File: src/rtl/pc_branch_pkg.sv
// Shared constants, counter type and saturating update for the PC/branch unit.
package pc_branch_pkg;

   localparam int unsigned CTR_W = 2;
   localparam int unsigned KIND_W = 2;

   localparam logic [KIND_W-1:0] BR_JR   = 2'b00;
   localparam logic [KIND_W-1:0] BR_J    = 2'b01;
   localparam logic [KIND_W-1:0] BR_COND = 2'b10;
   localparam logic [KIND_W-1:0] BR_NONE = 2'b11;

   localparam logic [KIND_W-1:0] PCS_JR  = 2'b00;
   localparam logic [KIND_W-1:0] PCS_J   = 2'b01;
   localparam logic [KIND_W-1:0] PCS_BR  = 2'b10;
   localparam logic [KIND_W-1:0] PCS_SEQ = 2'b11;

   typedef logic [CTR_W-1:0] ctr_t;

   // Two-bit saturating step toward taken / not-taken.
   function automatic ctr_t ctr_update(input ctr_t c, input logic taken);
      ctr_t r;
      r = c;
      if (taken) begin
         if (c != 2'b11) r = c + CTR_W'(1);
      end else begin
         if (c != 2'b00) r = c - CTR_W'(1);
      end
      return r;
   endfunction

endpackage

File: src/rtl/bht_bimodal.sv
// Bimodal branch history table: 2-bit counters, async read, sync update.
module bht_bimodal
   import pc_branch_pkg::*;
#(
   parameter int unsigned DEPTH    = 16,
   parameter ctr_t        CTR_INIT = 2'b01,
   localparam int unsigned IDX_W   = $clog2(DEPTH)
) (
   input  logic             clk,
   input  logic             reset,
   input  logic [IDX_W-1:0] rd_idx_i,
   output ctr_t             rd_ctr_o,
   input  logic             wr_en_i,
   input  logic [IDX_W-1:0] wr_idx_i,
   input  logic             wr_taken_i
);

   ctr_t ctr_q [DEPTH];

   always_ff @(posedge clk) begin
      if (!reset) begin
         for (int i = 0; i < int'(DEPTH); i++) ctr_q[i] <= CTR_INIT;
      end else if (wr_en_i) begin
         ctr_q[wr_idx_i] <= ctr_update(ctr_q[wr_idx_i], wr_taken_i);
      end
   end

   // Read sees the pre-update value when the same entry is written this cycle.
   assign rd_ctr_o = ctr_q[rd_idx_i];

endmodule

File: src/rtl/pc_branch_unit.sv
// PC register, decode-time bimodal prediction, EX resolution/recovery and branch statistics.
module pc_branch_unit
   import pc_branch_pkg::*;
#(
   parameter int unsigned       ADDR_W    = 32,
   parameter int unsigned       BHT_DEPTH = 16,
   parameter ctr_t              CTR_INIT  = 2'b01,
   parameter logic [ADDR_W-1:0] RESET_PC  = '0,
   parameter int unsigned       CNT_W     = 16
) (
   input  logic              clk,
   input  logic              reset,
   input  logic              stall,
   input  logic              dec_valid,
   input  logic              dec_is_cond,
   input  logic [ADDR_W-1:0] dec_pc,
   input  logic [ADDR_W-1:0] dec_target,
   output logic              pred_taken,
   input  logic              ex_valid,
   input  logic [1:0]        ex_branch,
   input  logic [ADDR_W-1:0] ex_pc,
   input  logic [ADDR_W-1:0] ex_target,
   input  logic [31:0]       alu_result,
   input  logic              ex_pred_taken,
   output logic [ADDR_W-1:0] pc,
   output logic [1:0]        pc_src,
   output logic              flush_fetch,
   output logic              flush_decode,
   output logic [CNT_W-1:0]  branch_cnt,
   output logic [CNT_W-1:0]  mispred_cnt
);

   localparam int unsigned IDX_W = $clog2(BHT_DEPTH);

   logic [ADDR_W-1:0] pc_q, pc_d;
   logic [CNT_W-1:0]  branch_cnt_q, branch_cnt_d;
   logic [CNT_W-1:0]  mispred_cnt_q, mispred_cnt_d;
   logic              ex_redirect;
   logic              cond_resolve;
   logic              mispredict;
   logic              taken;
   ctr_t              rd_ctr;
   logic              unused_pc_bits;

   bht_bimodal #(
      .DEPTH    (BHT_DEPTH),
      .CTR_INIT (CTR_INIT)
   ) u_bht (
      .clk        (clk),
      .reset      (reset),
      .rd_idx_i   (dec_pc[2 +: IDX_W]),
      .rd_ctr_o   (rd_ctr),
      .wr_en_i    (cond_resolve),
      .wr_idx_i   (ex_pc[2 +: IDX_W]),
      .wr_taken_i (taken)
   );

   assign pred_taken     = rd_ctr[1];
   assign unused_pc_bits = ^{dec_pc, ex_pc};

   // Next-PC selection: stall > EX redirect > decode prediction > sequential.
   always_comb begin
      pc_d         = pc_q + ADDR_W'(4);
      pc_src       = PCS_SEQ;
      flush_fetch  = 1'b0;
      flush_decode = 1'b0;
      ex_redirect  = 1'b0;
      cond_resolve = 1'b0;
      mispredict   = 1'b0;
      taken        = |alu_result;
      if (!reset) begin
         pc_d = RESET_PC;
      end else if (stall) begin
         pc_d = pc_q;
      end else begin
         if (ex_valid) begin
            case (ex_branch)
               BR_JR: begin
                  ex_redirect = 1'b1;
                  pc_d        = ex_target;
                  pc_src      = PCS_JR;
               end
               BR_J: begin
                  ex_redirect = 1'b1;
                  pc_d        = ex_target;
                  pc_src      = PCS_J;
               end
               BR_COND: begin
                  cond_resolve = 1'b1;
                  mispredict   = taken != ex_pred_taken;
                  if (mispredict) begin
                     ex_redirect = 1'b1;
                     if (taken) begin
                        pc_d   = ex_target;
                        pc_src = PCS_BR;
                     end else begin
                        pc_d   = ex_pc + ADDR_W'(4);
                        pc_src = PCS_SEQ;
                     end
                  end
               end
               default: ;
            endcase
         end
         if (ex_redirect) begin
            flush_fetch  = 1'b1;
            flush_decode = 1'b1;
         end else if (dec_valid && dec_is_cond && pred_taken) begin
            pc_d        = dec_target;
            pc_src      = PCS_BR;
            flush_fetch = 1'b1;
         end
      end
   end

   // Statistics saturate at all-ones.
   always_comb begin
      branch_cnt_d  = branch_cnt_q;
      mispred_cnt_d = mispred_cnt_q;
      if (cond_resolve && (branch_cnt_q != '1)) branch_cnt_d = branch_cnt_q + CNT_W'(1);
      if (mispredict && (mispred_cnt_q != '1)) mispred_cnt_d = mispred_cnt_q + CNT_W'(1);
   end

   always_ff @(posedge clk) begin
      if (!reset) begin
         pc_q          <= RESET_PC;
         branch_cnt_q  <= '0;
         mispred_cnt_q <= '0;
      end else begin
         pc_q          <= pc_d;
         branch_cnt_q  <= branch_cnt_d;
         mispred_cnt_q <= mispred_cnt_d;
      end
   end

   assign pc          = pc_q;
   assign branch_cnt  = branch_cnt_q;
   assign mispred_cnt = mispred_cnt_q;

endmodule
File: config.mk
export PLATFORM = sky130hd
export DESIGN_NAME = pc_branch_unit
export DESIGN_NICKNAME = d
export VERILOG_FILES = /design/src/rtl/pc_branch_pkg.sv /design/src/rtl/bht_bimodal.sv /design/src/rtl/pc_branch_unit.sv
export SDC_FILE = /design/constraint.sdc
export NUM_CORES = 1
export LEC_CHECK = 0
export ABC_AREA = 1
export CORE_ASPECT_RATIO = 1.5
export CORE_UTILIZATION = 25
export CTS_BUF_LIST = sky130_fd_sc_hd__clkbuf_4
export CTS_CLUSTER_DIAMETER = 80
export CTS_CLUSTER_SIZE = 10
export DETAILED_ROUTE_END_ITERATION = 10
export PLACE_DENSITY = 0.52
export SETUP_SLACK_MARGIN = 0.15
export SLEW_MARGIN = 20
export SYNTH_ARGS = -nofsm -noshare
export SYNTH_HDL_FRONTEND = slang
export SYNTH_SLANG_ARGS = --single-unit
File: constraint.sdc
create_clock -name clk -period 5.2 [get_ports clk]
set_input_delay 1.04 -clock clk [delete_from_list [all_inputs] [get_ports clk]]
set_output_delay 1.04 -clock clk [all_outputs]
set_load 0.05 [all_outputs]
Yosys cells after proc, flatten, opt, wreduce, memory -nomap -nowiden. Memories as Yosys holds them, arrays and structs flattened. Index checks and enable logic that the tools add are counted.

Register bits after elaboration: 64. RAM bits: 32. Bits of input ports: 169. Output and inout bits: 69. Logic and storage cells: 71. Memories kept: 1.

Add/subtract/negate cells: 6. Equality and inequality tests: 6. Multiplexer cells: 46. Reduce and logical (&&, ||, !) cells: 9.

Memories: u_bht.ctr_q (words 16, width 2, rd ports 2, clocked after Yosys merged registers in 0, write ports 16, line bht_bimodal.sv:18) `ctr_t ctr_q [DEPTH];`.

Operators with widths (count): 32-bit 2-to-1 mux (5); 32-bit by 3-bit adder with 32-bit output, second input constant (2); 32-bit case mux with 2 select lines (1); 16-bit by 1-bit adder with 16-bit output, second input constant (2); 16-bit inequality test, second input constant (2); 32-bit OR reduction (1); 1-bit 2-to-1 mux (26); 2-bit 2-to-1 mux (11); 2-bit case mux with 3 select lines (1); 1-bit logical AND (4); 4-bit 2-to-1 mux (1); 2-bit OR reduction (2); 2-bit by 1-bit adder with 2-bit output, second input constant (1); 2-bit by 1-bit == test with 1-bit output, second input constant (1); 2-bit == test, second input constant (1); 2-bit logical NOT (1); 2-bit inequality test, second input constant (1); 1-bit case mux with 2 select lines (1); 2-bit nonzero test (1); 2-bit by 1-bit subtractor with 2-bit output, second input constant (1); 1-bit inequality test (1).

Depth between registers and ports, before layout. Gate-level depths: netlist of the first run.

Depth in word-level cells: 10. Depth in mapped cells: 17. Mapped depth without buffers: 15.

Modules after synthesis. Synthesis of the first run repeated with hierarchy kept, for this count alone.

Cells, all modules: 1445. Area total of the unflattened synthesis: 8285.4 um^2.

By module, submodules not included: pc_branch_unit (instances 1, cells an instance 1169, area each 6197.2 um^2, seq. area each 1281.2 um^2); bht_bimodal (instances 1, cells an instance 276, area each 2088.3 um^2, seq. area each 960.9 um^2).

Worst setup path after synthesis of the first run. OpenSTA, ideal clock, no wires.

Kind: in2out. Start: in alu_result[0]. End: out pc_src[1]. Data arrival time: 3.782 ns. Data required time: 4.160 ns. Setup slack: 0.378 ns. Stages: 13. Path buffers: 2. Cell sequence: nor2_1 > nand2_1 > nor2_1 > nand4_1 > clkbuf_1 > ha_1 > inv_2 > nor2_1 > inv_1 > nand2_2 > buf_2 > nor2_1 > nand2_1.

Word-level cells in the longest chain between the ends: 10.

Ends and longest elaborated chain: start, declared (line pc_branch_unit.sv:23) `input logic [31:0] alu_result,`; 32-bit OR reduction (line pc_branch_unit.sv:70) `taken = |alu_result;`; 1-bit inequality test (line pc_branch_unit.sv:90) `mispredict = taken != ex_pred_taken;`; 1-bit 2-to-1 mux (line pc_branch_unit.sv:91) `if (mispredict) begin`; 1-bit case mux with 2 select lines (line pc_branch_unit.sv:77) `case (ex_branch)`; 1-bit 2-to-1 mux (line pc_branch_unit.sv:76) `if (ex_valid) begin`; 1-bit 2-to-1 mux (line pc_branch_unit.sv:73) `end else if (stall) begin`; 1-bit 2-to-1 mux (line pc_branch_unit.sv:71) `if (!reset) begin`; 2-bit 2-to-1 mux (line pc_branch_unit.sv:105) `if (ex_redirect) begin`; 2-bit 2-to-1 mux (line pc_branch_unit.sv:73); 2-bit 2-to-1 mux (line pc_branch_unit.sv:71); end, declared (line pc_branch_unit.sv:26) `output logic [1:0] pc_src,`.

No other way between the ends. The select of a mux whose other input is x is not followed.

Final worst setup path of the first run.
Start: in alu_result[1]. End: out pc_src[1].

Same word-level chain as after synthesis.

==> impl_metrics.toml, run 1 <==
[route]
viasPerCell = 4.662
drt-initial-drc-count = 524
via_count = 9408
drtPass1Iterations = 5
ant_nets = 0
routed_wl_mm = 33.16
wl_per_cell_um = 16.43
drc = 0

[worst_setup_path]
path_max_fanout = 10
cp-end-kind = "primary output"
r2r_cells = 11
start_kind = "input port"
worstPathRequired_ns = 4.16
worstSetupPathType = "input port to primary output"
arrival_ns = 3.54

[die]
die_w_um = 149.6
initial_core_util = 0.2552
ios = 238
fp-row-count = 80
dieArea_mm2 = 0.03343
coreArea_mm2 = 0.03203
die_h_um = 223.4

[cts]
h-tree-depth = 3
cts.sinks = 96
tritoncts = "yes"
cts_hold_buf = 0
post_cts_buffers = 0
postCtsResizedCells = 0
cts_inserted_buffers = 9
clock_insertion_delay_worst_skew_ns = 0.56
clk_pin_slew_ns = 0.16
clk_path_buf_depth = 2
root_buffer = "clkbuf_4"

[yosys]
yosysTopAreaCell = "nand2_1"
synth.net_count = 1589
yosysTopAreaCellShare = 0.2186
synth_area_mm2 = 0.008173
synth_area_leaders = "nand2_1, dfxtp_1, edfxtp_1"
seq_area_frac_synth = 0.2743
avgSynthCellArea_um2 = 5.788
ys_types = 47
synthFlopType = "dfxtp_1"
synthCells = 1412
async_reset_ff_frac = 0
yosys_warnings = 0
synth_edf_count = 32
synth_seq_cells = 96

[power]
leakagePower_nw = 4.426
irDropWorstVdd_v = 0.00009011
power_mw = 1.780
power.density_mw_per_mm2 = 165.4

[layout]
drive_gt1_frac = 0.04667
instances_no_fill = 2018
area_delta_synth_final_pct = 31.66
finalCoreUtilization = 0.3359
regArea_mm2 = 0.002242
fill_cells = 3617
final_nets = 1780
multi_input_area_mm2 = 0.004961
final_cell_area_mm2 = 0.01076

[place]
gp_congestion = 0.9036
dp_hpwl_mm = 26.53
dpl_cell_area_mm2 = 0.01063
numPortBuffers = 209
placed_cells = 2002
dp_slack_ns = 0.6241

[timing]
min_period_ns = 4.582
timing.final.hold_violations = 0
worstMarginPinSlew_ns = 1.107
hold_slack_ns = 0.4826
rsz0062_at_grt = "no"
final.setup.worst_slack_ns = 0.6179
fin_crit_sh = 0.8812
setup_tns_ns = 0
timing.slew.headroom = 0.2610
setup_viol = 0
max_freq_ghz = 0.2182
final-max-slew-violation-count = 0
clock_skew_ns = 0.02700

[grt]
grt_antenna_before_repair = 3
grt_max_degree = 59
grt_first_pass_wirelength_mm = 50.69
grt_pass1_vias = 9315
grt_usage = 0.2026
grt_overflow_total = 0

[flow_run]
drv_cap = 0

[worst_hold_path]
hold_class = "register to register"
min_path_cells = 2

[outcome]
status = "completed"
-- registers in the layout, summed over array words and instances (netlist names) --
name,flops
u_bht.ctr_q,32
branch_cnt,16
mispred_cnt,16
pc,32
-- kinds of logic (layout without fill, tap and decap cells) --
kind of cell | count (synthesis) | in the layout | share of synthesized area
buffers and inverters | 233 | 428 | 0.1186
other | 0 | 1 | 0
AOI/OAI and AO/OA | 152 | 152 | 0.1007
adders and majority gates | 8 | 8 | 0.01225
and+or+nand+nor | 898 | 898 | 0.4672
xor gates and xnor gates | 25 | 25 | 0.02679
DFF | 96 | 96 | 0.2743
-- cells in the final DEF, fill, tap and decap left out, types with 10 or more instances in the layout --
master	Yosys	final
nand2_1	476	476
nor2_1	216	216
clkdlybuf4s50_1	0	205
inv_1	187	187
nand3_1	108	108
o21ai_0	74	74
dfxtp_1	64	64
a21oi_1	42	42
edfxtp_1	32	32
nand4_1	31	31
xor2_1	19	19
nand2_2	14	14
o21ai_1	14	14
nor3_1	12	12
buf_4	4	11
clkbuf_4	0	10
-- layout make-up --
type	count	area share
Inverter	195	0.06826
Clock inverter	5	0.005349
Antenna cell	1	0.0002326
Timing Repair Buffer	218	0.2021
Multi-Input combinational cell	1083	0.4610
Sequential cell	96	0.2084
Tap cell	410	0.04767
Clock buffer	10	0.006977
-- final timing paths --
| path | from | to | slack, ns |
|---|---|---|---|
| hold reg to reg | pc[1] | pc[1] | 0.48 |
| hold / removal | pc[1] | pc[1] | 0.48 |
| setup / recovery | alu_result[1] | pc_src[1] | 0.62 |
| setup reg to reg | pc[2] | pc[12] | 2.73 |
-- cells in the mapped netlist (6+ instances only) --
cell      instances
a21oi_1          42
buf_2            11
buf_6             7
clkbuf_1         14
dfxtp_1          64
edfxtp_1         32
ha_1              8
inv_1           187
inv_2             7
nand2_1         476
nand2_2          14
nand3_1         108
nand3b_1          6
nand4_1          31
nor2_1          216
nor2_2            7
nor2_4            6
nor3_1           12
o21ai_0          74
o21ai_1          14
o21bai_1          8
xnor2_1           6
xor2_1           19
-- layer usage --
metal,vias to the layer above,global-route usage,part of all wire
met3,76,0.03149,0.046
met2,253,0.3734,0.52
met1,4252,0.2079,0.38
li1,4823,-,-
met5,-,0,0.00069
met4,4,0.1320,0.059
-- power breakdown --
part           total, mW  switching [mW]  leakage, nW  internal [mW]
Sequential         0.826          0.0318        0.795          0.795
Combinational      0.509           0.304         3.56          0.205
Clock              0.445           0.296       0.0692          0.149
Total               1.78           0.631         4.43           1.15
-- critical path, stage by stage --
cell and delay [ns]:
clkdlybuf4s50_1 0.41, nor2_1 0.10, nand2_1 0.06, nor2_1 0.19
nand4_1 0.20, ha_1 0.35, inv_2 0.16, nor2_1 0.09
inv_1 0.15, nand2_2 0.17, nor2_1 0.28, nand2_1 0.15
buf_12 0.17
Note: power is estimated with default switching activity, not from simulation.
==> inputs of run 2 (changes only) <==
Settings changed: CORE_UTILIZATION 25 to 50, PLACE_DENSITY 0.52 to 0.88, SKIP_CTS_REPAIR_TIMING from default to 1.
==> run 2 against run 1 <==
  * Sequential share of layout area up 0.45 points
  * Register-to-register slack better by 0.06 ns
  * Non-clock buffer count unchanged
  * Fmax down 1.4%
  * Largest cell class unchanged
==> impl_metrics.toml, run 2 (synthesis results as in run 1) <==
[outcome]
status = "completed"

[cts]
h-tree-depth = 3
clock_insertion_delay_worst_skew_ns = 0.51
cts.sinks = 96
root_buffer = "clkbuf_4"
tritoncts = "yes"
clk_path_buf_depth = 2
clk_pin_slew_ns = 0.15
cts_inserted_buffers = 9

[layout]
final_nets = 1780
final_cell_area_mm2 = 0.01054
drive_gt1_frac = 0.04726
fill_cells = 1495
final_cell_mix = "nand2_1, nor2_1, clkdlybuf4s50_1, inv_1, nand3_1"
final_common_cell = "nand2_1"
area_delta_synth_final_pct = 28.90

[die]
fp-row-count = 56
die_w_um = 106.4
dieArea_mm2 = 0.01687
ios = 238
coreArea_mm2 = 0.01584
initial_core_util = 0.5161
die_h_um = 158.6

[place]
dp_hpwl_mm = 21.57
gp_congestion = 0.9662
dpl_cell_area_mm2 = 0.01038
numPortBuffers = 209

[grt]
grtUsageMet1 = 0.3400
grt_pass1_vias = 9289
grt-busiest-layer = "met2"
met2_usage = 0.6119
use_met3 = 0.06877
grt_first_pass_wirelength_mm = 43.84
grt_max_degree = 59
grt_usage = 0.3345
grt_antenna_before_repair = 2
grt_overflow_total = 0

[worst_setup_path]
path_max_fanout = 10
worstSetupPathType = "input port to primary output"
r2r-end = "pc[12]"
arrival_ns = 3.61
regToRegStartpoint = "pc[2]"
start_kind = "input port"
r2r_cells = 11
cp-end-kind = "primary output"
worstPathRequired_ns = 4.16
regToRegSetupSlack_ns = 2.79

[power]
irDropWorstVdd_v = 0.0001394
power.density_mw_per_mm2 = 168.2
leakagePower_nw = 4.440

[timing]
fin_crit_sh = 0.8940
setup_viol = 0
min_period_ns = 4.649
clock_skew_ns = 0.02407
worstMarginPinSlew_ns = 1.040
final-max-slew-violation-count = 0
setup_tns_ns = 0
rsz0062_at_grt = "no"
max_freq_ghz = 0.2151
timing.final.hold_violations = 0
timing.slew.headroom = 0.3059

[route]
via_count = 9703
drtPass1Iterations = 7
routed_wl_mm = 27.82
viasPerCell = 5.355
ant_nets = 0
drc = 0
drt-initial-drc-count = 752
wl_per_cell_um = 15.35

[flow_run]
drv_cap = 0

[worst_hold_path]
hold_path_end = "pc[0]"
hold_class = "register to register"
min_from = "pc[0]"
min_path_cells = 2
## run 2: changes by cell type in the layout (fill, tap and decap cells not counted)
cell | before | now
clkinv_4 | 0 | 2
inv_8 | 0 | 2
buf_12 | 2 | 3
buf_4 | 11 | 10
clkbuf_4 | 10 | 9
clkinvlp_4 | 2 | 1
inv_2 | 8 | 7
## run 2: critical path, cell delays in order
cell and delay (ns):
clkdlybuf4s50_1 0.47, nor2_1 0.13, nand2_1 0.05, nor2_1 0.13, nand4_1 0.22, ha_1 0.37, inv_2 0.16, nor2_1 0.08
inv_1 0.14, nand2_2 0.17, nor2_1 0.32, nand2_1 0.15, buf_12 0.18
## run 2: cell type report
class / instances / area [µm²] / share of cell area
well taps: 203 / 254.0 / 0.02411
diodes: 1 / 2.502 / 0.0002375
inverters: 195 / 734.5 / 0.06971
flip-flops and latches: 96 / 2242 / 0.2128
multi-input cells: 1083 / 4961 / 0.4709
clock inverters: 7 / 86.33 / 0.008195
clock buffers: 9 / 67.56 / 0.006413
repair buffers: 218 / 2187 / 0.2076
## run 2: how the worst max path moves through the flow
stage | start | cells past startpoint | endpoint | slack (ns)
final | alu_result[13] | 13 | pc_src[1] | 0.55
after global routing | alu_result[13] | 13 | pc_src[1] | 0.37
after floorplan | alu_result[0] | 13 | pc_src[1] | 0.38
after global placement | alu_result[13] | 13 | pc_src[1] | 0.65
after CTS | alu_result[13] | 13 | pc_src[1] | 0.60
after detailed placement | alu_result[13] | 13 | pc_src[1] | 0.60
## run 2: where the power goes
part           total [mW]  internal, mW  switching [mW]
combinational       0.496         0.206           0.291
sequential          0.824         0.795          0.0292
clock               0.452         0.156           0.295
total                1.77          1.16           0.615
## run 2: metal layers
| metal | vias up | share of wire |
|---|---|---|
| li1 | 4829 | - |
| met1 | 4371 | 0.36 |
| met2 | 405 | 0.51 |
| met3 | 96 | 0.075 |
| met4 | 2 | 0.061 |
| met5 | - | 0.00058 |
## run 2: through the flow
step / total power [mW] / setup slack (ns) / utilization / std cells / hold slack (ns)
2_1_floorplan: 1.108 / 0.3779 / - / 1412 / 0.6788
3_3_place_gp: 1.322 / 0.6468 / 0.6554 / 1795 / 0.4574
6_report: 1.772 / 0.5513 / 0.6653 / 1812 / 0.4844
3_5_place_dp: 1.328 / 0.6016 / 0.6554 / 1795 / 0.4632
4_1_cts: 1.776 / 0.6006 / 0.6651 / 1811 / 0.4885
5_1_grt: 1.854 / 0.3702 / 0.6653 / 1812 / 0.5167
==> inputs of run 3 (changes only) <==
Settings changed: ABC_AREA 1 to 0, CTS_CLUSTER_SIZE 10 to default, PLACE_DENSITY 0.88 to 0.91.
==> run 3 against run 2 <==
  * Worst hold slack better by 0.024 ns
  * Final cell count shrank 35%
  * Wire length down 11%
  * Global-route usage rose by 1.3 points
  * Die area shrank 16%
  * Combinational power down 10%
  * First-iteration DRC count increased by 22%
  * Largest cell class unchanged
  * Setup slack lost 0.16 ns
  * Sequential power hardly changed
==> impl_metrics.toml, run 3 <==
[route]
wl_per_cell_um = 20.95
drt-initial-drc-count = 920
routed_wl_mm = 24.81
drtPass1Iterations = 5
viasPerCell = 6.538
drc = 0
ant_nets = 0
via_count = 7741

[die]
dieArea_mm2 = 0.01414
ios = 238
die_w_um = 97.44
initial_core_util = 0.5097
fp-row-count = 52
die_h_um = 145.2
coreArea_mm2 = 0.01340

[timing]
final-max-slew-violation-count = 0
setup_viol = 0
timing.final.hold_violations = 0
min_period_ns = 4.809
hold_slack_ns = 0.5087
worstMarginPinSlew_ns = 1.124
clock_skew_ns = 0.03198
timing.slew.headroom = 0.2493
rsz0062_at_grt = "no"
max_freq_ghz = 0.2079
fin_crit_sh = 0.9248
setup_tns_ns = 0
final.setup.worst_slack_ns = 0.3911

[yosys]
yosys_warnings = 0
synth_edf_count = 32
synthCells = 828
avgSynthCellArea_um2 = 8.251
synth.net_count = 1005
async_reset_ff_frac = 0
synth_area_leaders = "dfxtp_1, edfxtp_1, nand2_1"
synthFlopType = "dfxtp_1"
synth_most_common_cell = "nand2_1"
synth_seq_cells = 96
synth_area_mm2 = 0.006832
yosysTopAreaCellShare = 0.1875
synth_commonest_cells = "nand2_1, nor2_1, dfxtp_1, nand3_1, clkbuf_1"
yosysTopAreaCell = "dfxtp_1"
seq_area_frac_synth = 0.3282
ys_types = 73

[power]
power_mw = 1.741
leakagePower_nw = 3.165
power.density_mw_per_mm2 = 186.9
irDropWorstVdd_v = 0.0001283

[worst_setup_path]
max_stage_delay_ns = 0.43
regToRegSetupSlack_ns = 2.62
r2r_cells = 7
cp-startpoint = "alu_result[8]"
start_kind = "input port"
cp_slowest_cell = "clkdlybuf4s50_1"
arrival_ns = 3.77
crit_family = "simple AND/OR/NAND/NOR gates"
regToRegStartpoint = "pc[2]"
cp-end-kind = "primary output"
worstPathRequired_ns = 4.16
crit_buf_inv = 3
r2r-end = "pc[28]"
worstSetupPathType = "input port to primary output"
path_max_fanout = 13
crit_chain = "clkdlybuf4s50_1, nor4_2, nand4_1, nor2_1, inv_2, ha_1, o21ai_2, nand2_1, o211ai_1, nand2_1, o21ai_2, buf_12"

[flow_run]
drv_cap = 0

[grt]
grt_first_pass_wirelength_mm = 38.94
grt_antenna_before_repair = 1
grt_usage = 0.3471
grt_overflow_total = 0
grt_max_degree = 34
grt_pass1_vias = 7393

[place]
numPortBuffers = 209
dp_slack_ns = 0.2807
dp_hpwl_mm = 18.42
gp_congestion = 0.9992
placed_cells = 1165
dpl_cell_area_mm2 = 0.009082

[outcome]
status = "completed"

[layout]
final_cell_area_mm2 = 0.009313
drive_gt1_frac = 0.07150
fill_cells = 974
final_cell_mix = "clkdlybuf4s50_1, nand2_1, nor2_1, dfxtp_1, nand3_1"
finalCoreUtilization = 0.6948
regArea_mm2 = 0.002242
area_delta_synth_final_pct = 36.32
final_nets = 1193
multi_input_area_mm2 = 0.004374
instances_no_fill = 1184
final_common_cell = "clkdlybuf4s50_1"

[cts]
tritoncts = "yes"
root_buffer = "clkbuf_4"
cts_inserted_buffers = 9
cts.sinks = 96
clock_insertion_delay_worst_skew_ns = 0.49
h-tree-depth = 3
clk_path_buf_depth = 2
clk_pin_slew_ns = 0.17

[worst_hold_path]
min_from = "pc[31]"
hold_path_end = "pc[31]"
hold_class = "register to register"
min_path_cells = 2
-- run 3: cell types whose count changed after synthesis, sizes merged, moves of 28 or more --
cell    delta
nor2     -160
clkbuf    +28
nand3     -54
nand2    -398
inv      -176
xnor2     +34
-- run 3: cell families (layout without fill, tap and decap cells) --
kind of cell	Yosys count	in the layout	synth area share
AND/OR/NAND/NOR	380	380	0.2905
XOR/XNOR	72	72	0.09231
AO/OA/AOI/OAI	179	179	0.1822
buffers and inverters	69	262	0.04011
flip-flops	96	96	0.3282
adder cells (fa/ha/maj)	10	10	0.01777
multiplexers	22	22	0.04890
other	0	1	0
-- run 3: worst max path at each step --
stage | to | slack [ns] | cells past startpoint
final | pc_src[0] | 0.39 | 12
after global placement | pc_src[0] | 0.38 | 12
after CTS | pc_src[0] | 0.23 | 12
after floorplan | pc_src[1] | 0.22 | 12
after detailed placement | pc_src[0] | 0.28 | 12
after global routing | pc_src[0] | 0.19 | 12
-- run 3: per-layer routing --
metal  wire length (µm)  track usage  vias up  share of wire
met5                  0            0        -              0
met4               1533       0.1926        0          0.062
met3               2615      0.07466      113           0.11
met2              12340       0.6021      587           0.50
met1               8322       0.3907     3567           0.34
li1                   -            -     3474              -
-- run 3: final cells by class --
| type | count | share of cell area |
|---|---|---|
| multi-input combinational | 663 | 0.4697 |
| clock inverter | 7 | 0.01048 |
| tap | 162 | 0.02177 |
| antenna | 1 | 0.0002687 |
| timing repair buffer | 227 | 0.2421 |
| clock buffer | 9 | 0.007255 |
| sequential | 96 | 0.2408 |
| inverter | 19 | 0.007658 |
-- run 3: tightest hold or removal path: cells and delay by family, from the launching register on --
kind	cells	cell delay, ns
flops	1	0.37
compound gates	1	0.05
simple gates	1	0.06
-- run 3: where the power goes --
group	switching (mW)	internal, mW
clock network	0.307	0.163
registers	0.0321	0.794
logic	0.241	0.203
total	0.581	1.16
